[src/rtl/osc_freq_meter_ctrl.sv]
// osc_freq_meter_ctrl: sequencer for a ring-oscillator macro.
// On start it enables the oscillator, waits WARM_CYC clk cycles, counts synchronized rising edges
// of tout over a gate window of gate_cycles clk cycles, then stops the oscillator and reports the
// edge count with a one-cycle done pulse.
//
// Ports:
//   clk, rst_n    system clock, asynchronous active-low reset
//   start         1-cycle request, accepted only while idle
//   abort         cancel an active measurement (wins over start)
//   gate_cycles   gate window length in clk cycles (0 behaves as 1), sampled on accept
//   osc_start     oscillator enable, high from warm-up through measure
//   tout          oscillator output, asynchronous to clk
//   busy          high whenever not idle
//   done          1-cycle result-valid pulse
//   count         edges counted in the last window, held until next accepted start
//   overflow      counter saturated during the last measurement
//   stuck         (only with OSC_MEAS_STUCK_EN) full window completed with zero edges
//
// Optional feature macro: OSC_MEAS_STUCK_EN adds the stuck output.
module osc_freq_meter_ctrl #(
  parameter int unsigned CNT_W    = 16,
  parameter int unsigned GATE_W   = 16,
  parameter int unsigned WARM_CYC = 8
) (
  input  logic              clk,
  input  logic              rst_n,
  input  logic              start,
  input  logic              abort,
  input  logic [GATE_W-1:0] gate_cycles,
  output logic              osc_start,
  input  logic              tout,
  output logic              busy,
  output logic              done,
  output logic [CNT_W-1:0]  count,
`ifdef OSC_MEAS_STUCK_EN
  output logic              stuck,
`endif
  output logic              overflow
);

  localparam int unsigned WarmW = $clog2(WARM_CYC + 1);
  localparam int unsigned TmrW  = (GATE_W > WarmW) ? GATE_W : WarmW;

  typedef enum logic [1:0] {StIdle, StWarmup, StMeasure, StDone} state_e;

  state_e              state_q, state_d;
  logic [TmrW-1:0]     tmr_q, tmr_d;
  logic [GATE_W-1:0]   gate_q, gate_d;
  logic [CNT_W-1:0]    count_q, count_d;
  logic                ovf_q, ovf_d;
  logic                sync1_q, sync2_q, hist_q;
  logic                osc_q, busy_q, done_q;
  logic                tout_edge;
`ifdef OSC_MEAS_STUCK_EN
  logic                stuck_q, stuck_d;
`endif

  assign tout_edge = sync2_q & ~hist_q;

  always_comb begin
    state_d = state_q;
    tmr_d   = tmr_q;
    gate_d  = gate_q;
    count_d = count_q;
    ovf_d   = ovf_q;
`ifdef OSC_MEAS_STUCK_EN
    stuck_d = stuck_q;
`endif

    // Edge accumulation runs for every measure cycle, including one being aborted.
    if (state_q == StMeasure && tout_edge) begin
      if (count_q == {CNT_W{1'b1}}) begin
        ovf_d = 1'b1;
      end else begin
        count_d = count_q + 1'b1;
      end
    end

    unique case (state_q)
      StIdle: begin
        if (start && !abort) begin
          state_d = StWarmup;
          gate_d  = (gate_cycles == '0) ? GATE_W'(1) : gate_cycles;
          tmr_d   = TmrW'(WARM_CYC - 1);
          count_d = '0;
          ovf_d   = 1'b0;
`ifdef OSC_MEAS_STUCK_EN
          stuck_d = 1'b0;
`endif
        end
      end
      StWarmup: begin
        if (abort) begin
          state_d = StIdle;
        end else if (tmr_q == '0) begin
          state_d = StMeasure;
          tmr_d   = TmrW'(gate_q) - 1'b1;
        end else begin
          tmr_d = tmr_q - 1'b1;
        end
      end
      StMeasure: begin
        if (abort) begin
          state_d = StIdle;
        end else if (tmr_q == '0) begin
          state_d = StDone;
`ifdef OSC_MEAS_STUCK_EN
          stuck_d = (count_d == '0);
`endif
        end else begin
          tmr_d = tmr_q - 1'b1;
        end
      end
      StDone: begin
        // The done pulse is already registered, so abort has nothing left to cancel.
        state_d = StIdle;
      end
      default: state_d = StIdle;
    endcase
  end

  always_ff @(posedge clk or negedge rst_n) begin
    if (!rst_n) begin
      state_q <= StIdle;
      tmr_q   <= '0;
      gate_q  <= '0;
      count_q <= '0;
      ovf_q   <= 1'b0;
      sync1_q <= 1'b0;
      sync2_q <= 1'b0;
      hist_q  <= 1'b0;
      osc_q   <= 1'b0;
      busy_q  <= 1'b0;
      done_q  <= 1'b0;
    end else begin
      state_q <= state_d;
      tmr_q   <= tmr_d;
      gate_q  <= gate_d;
      count_q <= count_d;
      ovf_q   <= ovf_d;
      sync1_q <= tout;
      sync2_q <= sync1_q;
      hist_q  <= sync2_q;
      // Outputs registered from next state so osc_start is glitch-free toward the macro.
      osc_q   <= (state_d == StWarmup) || (state_d == StMeasure);
      busy_q  <= (state_d != StIdle);
      done_q  <= (state_d == StDone);
    end
  end

`ifdef OSC_MEAS_STUCK_EN
  always_ff @(posedge clk or negedge rst_n) begin
    if (!rst_n) begin
      stuck_q <= 1'b0;
    end else begin
      stuck_q <= stuck_d;
    end
  end
  assign stuck = stuck_q;
`endif

  assign osc_start = osc_q;
  assign busy      = busy_q;
  assign done      = done_q;
  assign count     = count_q;
  assign overflow  = ovf_q;

endmodule

[config.mk]
export PLATFORM = sky130hd
export DESIGN_NAME = osc_freq_meter_ctrl
export DESIGN_NICKNAME = d
export VERILOG_FILES = /design/src/rtl/osc_freq_meter_ctrl.sv
export SDC_FILE = /design/constraint.sdc
export NUM_CORES = 1
export LEC_CHECK = 0
export CORE_AREA = 2 2 98 100
export CTS_CLUSTER_DIAMETER = 50
export DETAILED_ROUTE_END_ITERATION = 12
export DIE_AREA = 0 0 100 102
export DONT_BUFFER_PORTS = 1
export MAX_ROUTING_LAYER = met4
export PLACE_DENSITY = 0.58
export SLEW_MARGIN = 20
export SYNTH_ARGS = -nofsm -noshare
export SYNTH_HDL_FRONTEND = slang
export SYNTH_SLANG_ARGS = --single-unit
[constraint.sdc]
create_clock -name clk -period 6.15 [get_ports clk]
set_clock_uncertainty 0.1 [all_clocks]
set_input_delay 0.9225 -clock clk [delete_from_list [all_inputs] [get_ports clk]]
set_output_delay 0.9225 -clock clk [all_outputs]
set_load 0.01 [all_outputs]
* Word-level counts from Yosys, hierarchy flattened
Cells that the tools add are included.
** Cells by class
- Order comparisons :: 0
- Eq/ne operators :: 11
- Bitwise logic cells :: 2
- Mux-type cells :: 21
- Divide/modulo/power cells :: 0
- Reductions and logical operators :: 11
- Add/subtract/negate cells :: 3
- Multiply operators :: 0
- Shift-type cells :: 0
** Operators by type and width (count)
- $mux W16 :: 10
- $pmux W16 S3 :: 1
- $logic_not A16 Y1 :: 2
- $sub A16 B1 Y16 const B :: 2
- $add A16 B1 Y16 const B :: 1
- $eq A16 B16 Y1 const B :: 1
- $mux W2 :: 5
- $eq A2 B2 Y1 const B :: 4
- $ne A2 B2 Y1 const B :: 4
- $pmux W2 S4 :: 1
- $reduce_and A5 Y1 :: 1
- $eq A2 B1 Y1 const B :: 2
- $mux W1 :: 4
- $reduce_bool A3 Y1 :: 1
- $logic_and A1 B1 Y1 :: 2
- $logic_not A2 Y1 :: 1
- $reduce_and A2 Y1 :: 1
- $reduce_bool A2 Y1 :: 1
- $and A1 B1 Y1 :: 1
- $logic_not A1 Y1 :: 1
- $logic_or A1 B1 Y1 :: 1
- $not A1 Y1 :: 1
** Word-level totals
- Memories kept :: 0
- Bits of input ports :: 21
- Word-level logic and storage cells :: 59
- Latch bits :: 0
- ROM bits :: 0
- Bits in writable memories :: 0
- Bits in registers :: 57

* Depth between registers and ports, before layout
- Depth in word-level cells :: 6
- Mapped depth :: 11

* Worst setup path before layout
No wires, ideal clock.
- Path kind :: input -> register
- Start point :: input port abort
- End point :: register osc_q (netlist: osc_start)
- Required time :: 5.924 ns
- Stages on the path :: 5
- Arrival :: 2.251 ns
- Buffers on the path :: 1
- Setup slack :: 3.673 ns
- Setup time :: 0.126 ns
- Cells stage by stage :: nand2b_1 -> nor2_1 -> clkbuf_1 -> o32ai_1 -> ha_1
** On the way
- Cells in the longest elaborated chain, start to end :: 6
** RTL lines
- start: declaration :: line 28 : input logic abort,
- $logic_not A1 Y1 :: line 81 : if (start && !abort) begin
- $logic_and A1 B1 Y1 :: line 81
- $mux W2 :: line 81
- $pmux W2 S4 (*) :: line 79 : unique case (state_q)
- $eq A2 B1 Y1 or $eq A2 B2 Y1 (tied branches) :: line 145 : osc_q <= (state_d == StWarmup) || (state_d == StMeasure);
- $logic_or A1 B1 Y1 (*) :: line 145
- end signal: assignment :: line 145
- end: declaration :: line 52 : logic osc_q, busy_q, done_q;
Mark *: on every way between the ends. The rest lies on a longest branch, timed or not.
A chain may end at the register's enable or synchronous reset.

* Worst setup path after layout
- Start point :: register tmr_q[0]
- End point :: register tmr_q[9]
** On the way
- Cells in the longest elaborated chain, start to end :: 4
** RTL lines
- start: declaration :: line 47 : logic [TmrW-1:0] tmr_q, tmr_d;
- start signal: assignment :: line 137 : tmr_q <= tmr_d;
- $sub A16 B1 Y16 or $logic_not A16 Y1 (tied branches)
- $mux W16 (on tied branches) :: line 105, 95
- $mux W16 (on tied branches) :: line 103, 93
- $pmux W16 S3 :: line 79
Several ways; a longest one is shown, not always the timed one. The select of a mux whose other input is x is not followed.

==> results.toml <==
[detailed_routing]
drtIter0Drc = 220
final_antenna_net_count = 0
wirelength_um = 8179
via_count = 2746
post_drt_via_cell_ratio = 5.931
post_route_drc = 0
first_pass_iters = 5
detail_route.wl_per_cell_um = 17.67

[cts]
cts-resized-gates = 0
cts_made_buffers = 9
cts_setup_buffers = 0
cts_root_buffer = "sky130_fd_sc_hd__clkbuf_8"
htree_num_levels = 3
clk_pin_slew_ns = 0.07
holdBufCountCts = 0
cts_tree = "yes"
cts_buffer_depth = 2
clock_sinks = 57
worstSkewPairLatency_ns = 0.34

[timing]
timing.final.hold_violations = 0
max_freq_mhz = 326.6
setup-violations-final = 0
setup-tns-final_ns = 0
final.period_utilization = 0.4979
rsz_0062_raised_after_global_routing = "false"
max_slew_margin = 0.4225
timing_worst_slew_pin_value_ns = 0.8549
maxSlewViolCount = 0
fin_crit_ns = 3.062

[power_and_ir_drop]
p_total_mw = 1.329
relative_contribution_of_combinational_cells_to_total_power = 0.317
power.density_nw_per_um2 = 364.6
leakage_nw = 1.527
irDropWorstVdd_uv = 179.6
power.net_switching_mw = 0.5087
p_sw_frac = 0.3827
sequentialPowerShare = 0.415
power_report.internal_total_mw = 0.8203
clkPwrFrac = 0.268

[floorplanning]
rows = 35
die-height_um = 102
num_io_pins = 41
initial_core_util = 0.3701
die-width_um = 100
dieArea_um2 = 10200
core_um2 = 9109

[run]
cap_violations = 0

[place]
gp_congestion = 0.8910
numPortBuffers = 0
dp_hpwl_um = 5754

[synthesis]
syn_area_um2 = 3371
syn_area_per_cell_um2 = 9.603
netlist_instances = 351
yosysWarnings = 0
edff_count_synth = 0
yosysSeqAreaShare = 0.4232
synth_cell_types = 58
synth_seq_cells = 57
asyncSetResetFlopFracSynth = 1.000
syn-num-nets = 381
postSynth.topFlopCell = "sky130_fd_sc_hd__dfrtp_1"

[global_route]
grt_first_pass_wirelength_um = 13700
grt_max_degree = 58
grt_overflow = 0
grt_util_all_layers = 0.1765
number_of_antenna_violations_at_the_first_check_in_global_routing = 0
first_global_vias = 2665

[setup_path]
setup.worst_path.start_class = "flip-flop"
worst-path-max-fanout = 11
required_ns = 6.27
setup.worst_path.class = "flip-flop to flip-flop"
timing.critical_path.to_type = "flip-flop"
worst-endpoint-arrival_ns = 3.18

[cells_and_area]
net_count_final = 377
post_route_cells_drive_above_1_share = 0.1136
insertedDiodeCount = 0
flow.area_growth_from_synthesis_pct = 8.129

[min_path]
timing.hold.worst.class = "input pin to asynchronous set/reset pin"

[run_status]
run_status = "finished, final reports clean"
[flip-flops by register name (all words and copies together) (netlist names)]
name and count:
count 16, done 1, state_q 2, osc_start 1, tmr_q 16, gate_q 16
overflow 1, busy 1, sync1_q 1, sync2_q 1, hist_q 1
[power by group through the flow]
stage	registers, mW	clock network (mW)	logic (mW)
after floorplan	0.525	0	0.340
after global placement	0.553	0	0.415
after detailed placement	0.558	0	0.414
after CTS	0.551	0.363	0.417
after global routing	0.564	0.383	0.470
final	0.551	0.356	0.422
[worst max-delay path, stage by stage (launching register included)]
cell	delay, ns
sky130_fd_sc_hd__dfrtp_1	0.42
sky130_fd_sc_hd__inv_1	0.12
sky130_fd_sc_hd__ha_1	0.16
sky130_fd_sc_hd__nor4b_1	0.52
sky130_fd_sc_hd__a41oi_1	0.30
sky130_fd_sc_hd__o21ai_1	0.77
sky130_fd_sc_hd__o21ai_0	0.22
sky130_fd_sc_hd__a211o_1	0.33
[synthesized netlist by cell type (2+ instances only)]
| cell type | instances | area, µm² |
|---|---|---|
| sky130_fd_sc_hd__a211o_1 | 4 | 35.03 |
| sky130_fd_sc_hd__a21oi_1 | 11 | 55.05 |
| sky130_fd_sc_hd__a22oi_1 | 5 | 37.54 |
| sky130_fd_sc_hd__a2bb2oi_1 | 2 | 17.52 |
| sky130_fd_sc_hd__a31oi_1 | 2 | 12.51 |
| sky130_fd_sc_hd__a41oi_1 | 3 | 26.28 |
| sky130_fd_sc_hd__and2_1 | 3 | 18.77 |
| sky130_fd_sc_hd__and3_1 | 3 | 18.77 |
| sky130_fd_sc_hd__and4_1 | 4 | 35.03 |
| sky130_fd_sc_hd__buf_2 | 3 | 15.01 |
| sky130_fd_sc_hd__clkbuf_1 | 11 | 41.29 |
| sky130_fd_sc_hd__dfrtp_1 | 57 | 1426 |
| sky130_fd_sc_hd__ha_1 | 9 | 112.6 |
| sky130_fd_sc_hd__inv_1 | 12 | 45.04 |
| sky130_fd_sc_hd__mux2_2 | 14 | 157.7 |
| sky130_fd_sc_hd__mux2i_1 | 3 | 30.03 |
| sky130_fd_sc_hd__nand2_1 | 22 | 82.58 |
| sky130_fd_sc_hd__nand2b_1 | 5 | 31.28 |
| sky130_fd_sc_hd__nand3_1 | 14 | 70.07 |
| sky130_fd_sc_hd__nand3b_1 | 2 | 15.01 |
| sky130_fd_sc_hd__nand4_1 | 10 | 62.56 |
| sky130_fd_sc_hd__nor2_1 | 36 | 135.1 |
| sky130_fd_sc_hd__nor2b_1 | 2 | 12.51 |
| sky130_fd_sc_hd__nor3_1 | 10 | 50.05 |
| sky130_fd_sc_hd__nor4_1 | 15 | 93.84 |
| sky130_fd_sc_hd__nor4b_1 | 3 | 26.28 |
| sky130_fd_sc_hd__o211ai_1 | 3 | 22.52 |
| sky130_fd_sc_hd__o21ai_0 | 11 | 55.05 |
| sky130_fd_sc_hd__o31ai_1 | 4 | 30.03 |
| sky130_fd_sc_hd__o32a_1 | 4 | 40.04 |
| sky130_fd_sc_hd__or3_1 | 5 | 31.28 |
| sky130_fd_sc_hd__or4_1 | 7 | 52.55 |
| sky130_fd_sc_hd__or4_4 | 2 | 22.52 |
| sky130_fd_sc_hd__xnor2_1 | 8 | 70.07 |
| sky130_fd_sc_hd__xor2_1 | 19 | 166.4 |
[layer usage]
layer  share of wire  GRT usage  vias up
met2            0.45     0.2536      111
li1                -          -     1297
met5               0          -        -
met1            0.46     0.2398     1325
met4           0.013    0.05901        0
met3           0.075    0.05062       13
[stage by stage]
stage               cells  cell area [µm²]  hold WS, ns    util  setup WS [ns]
floorplan             351             3371       0.2312       -          3.673
global placement      447             3448       0.2428  0.3786          3.283
detailed placement    447             3448       0.2404  0.3786          3.248
CTS                   463             3645       0.1616  0.4001          3.251
global route          463             3645       0.1454  0.4001          2.946
finish                463             3645       0.1720  0.4001          3.088
[cells by family (layout without fill, tap and decap cells)]
logic type,Yosys count,count (layout),share of synthesized area
AO/OA/AOI/OAI,62,62,0.1333
XOR/XNOR,27,27,0.07016
adder cells (fa/ha/maj),9,9,0.03341
buffers and inverters,28,29,0.03452
flip-flops,57,57,0.4232
multiplexers,17,17,0.05568
AND/OR/NAND/NOR,151,151,0.2498
[final timing paths]
check                      startpoint  endpoint  slack [ns]  depth (start not counted)
hold reg to reg               sync1_q   sync2_q        0.25                          0
min in group clk              sync1_q   sync2_q        0.25                          0
setup / recovery             tmr_q[0]  tmr_q[9]        3.09                          7
max in group asynchronous       rst_n  tmr_q[9]        5.66                          0
hold / removal                  rst_n  tmr_q[0]        0.17                          0
setup reg to reg             tmr_q[0]  tmr_q[9]        3.09                          7
[cells in the final DEF (no fill, tap or decap), drive strengths merged, types with 12 or more instances in the layout]
cell type / instances
nand3: 14
xor2: 19
inv: 12
o21ai: 12
nor2: 36
nand2: 22
nor4: 16
dfrtp: 57
mux2: 14
[layout make-up]
cell class / count / area (µm²)
Fill cell: 924 / 5464
Multi-Input combinational cell: 266 / 1831
Sequential cell: 57 / 1426
Clock buffer: 11 / 141.4
Tap cell: 111 / 138.9
Clock inverter: 5 / 55.05
Inverter: 12 / 45.04
Timing Repair Buffer: 1 / 7.507
No activity file was read; power rests on OpenSTA's default activity.
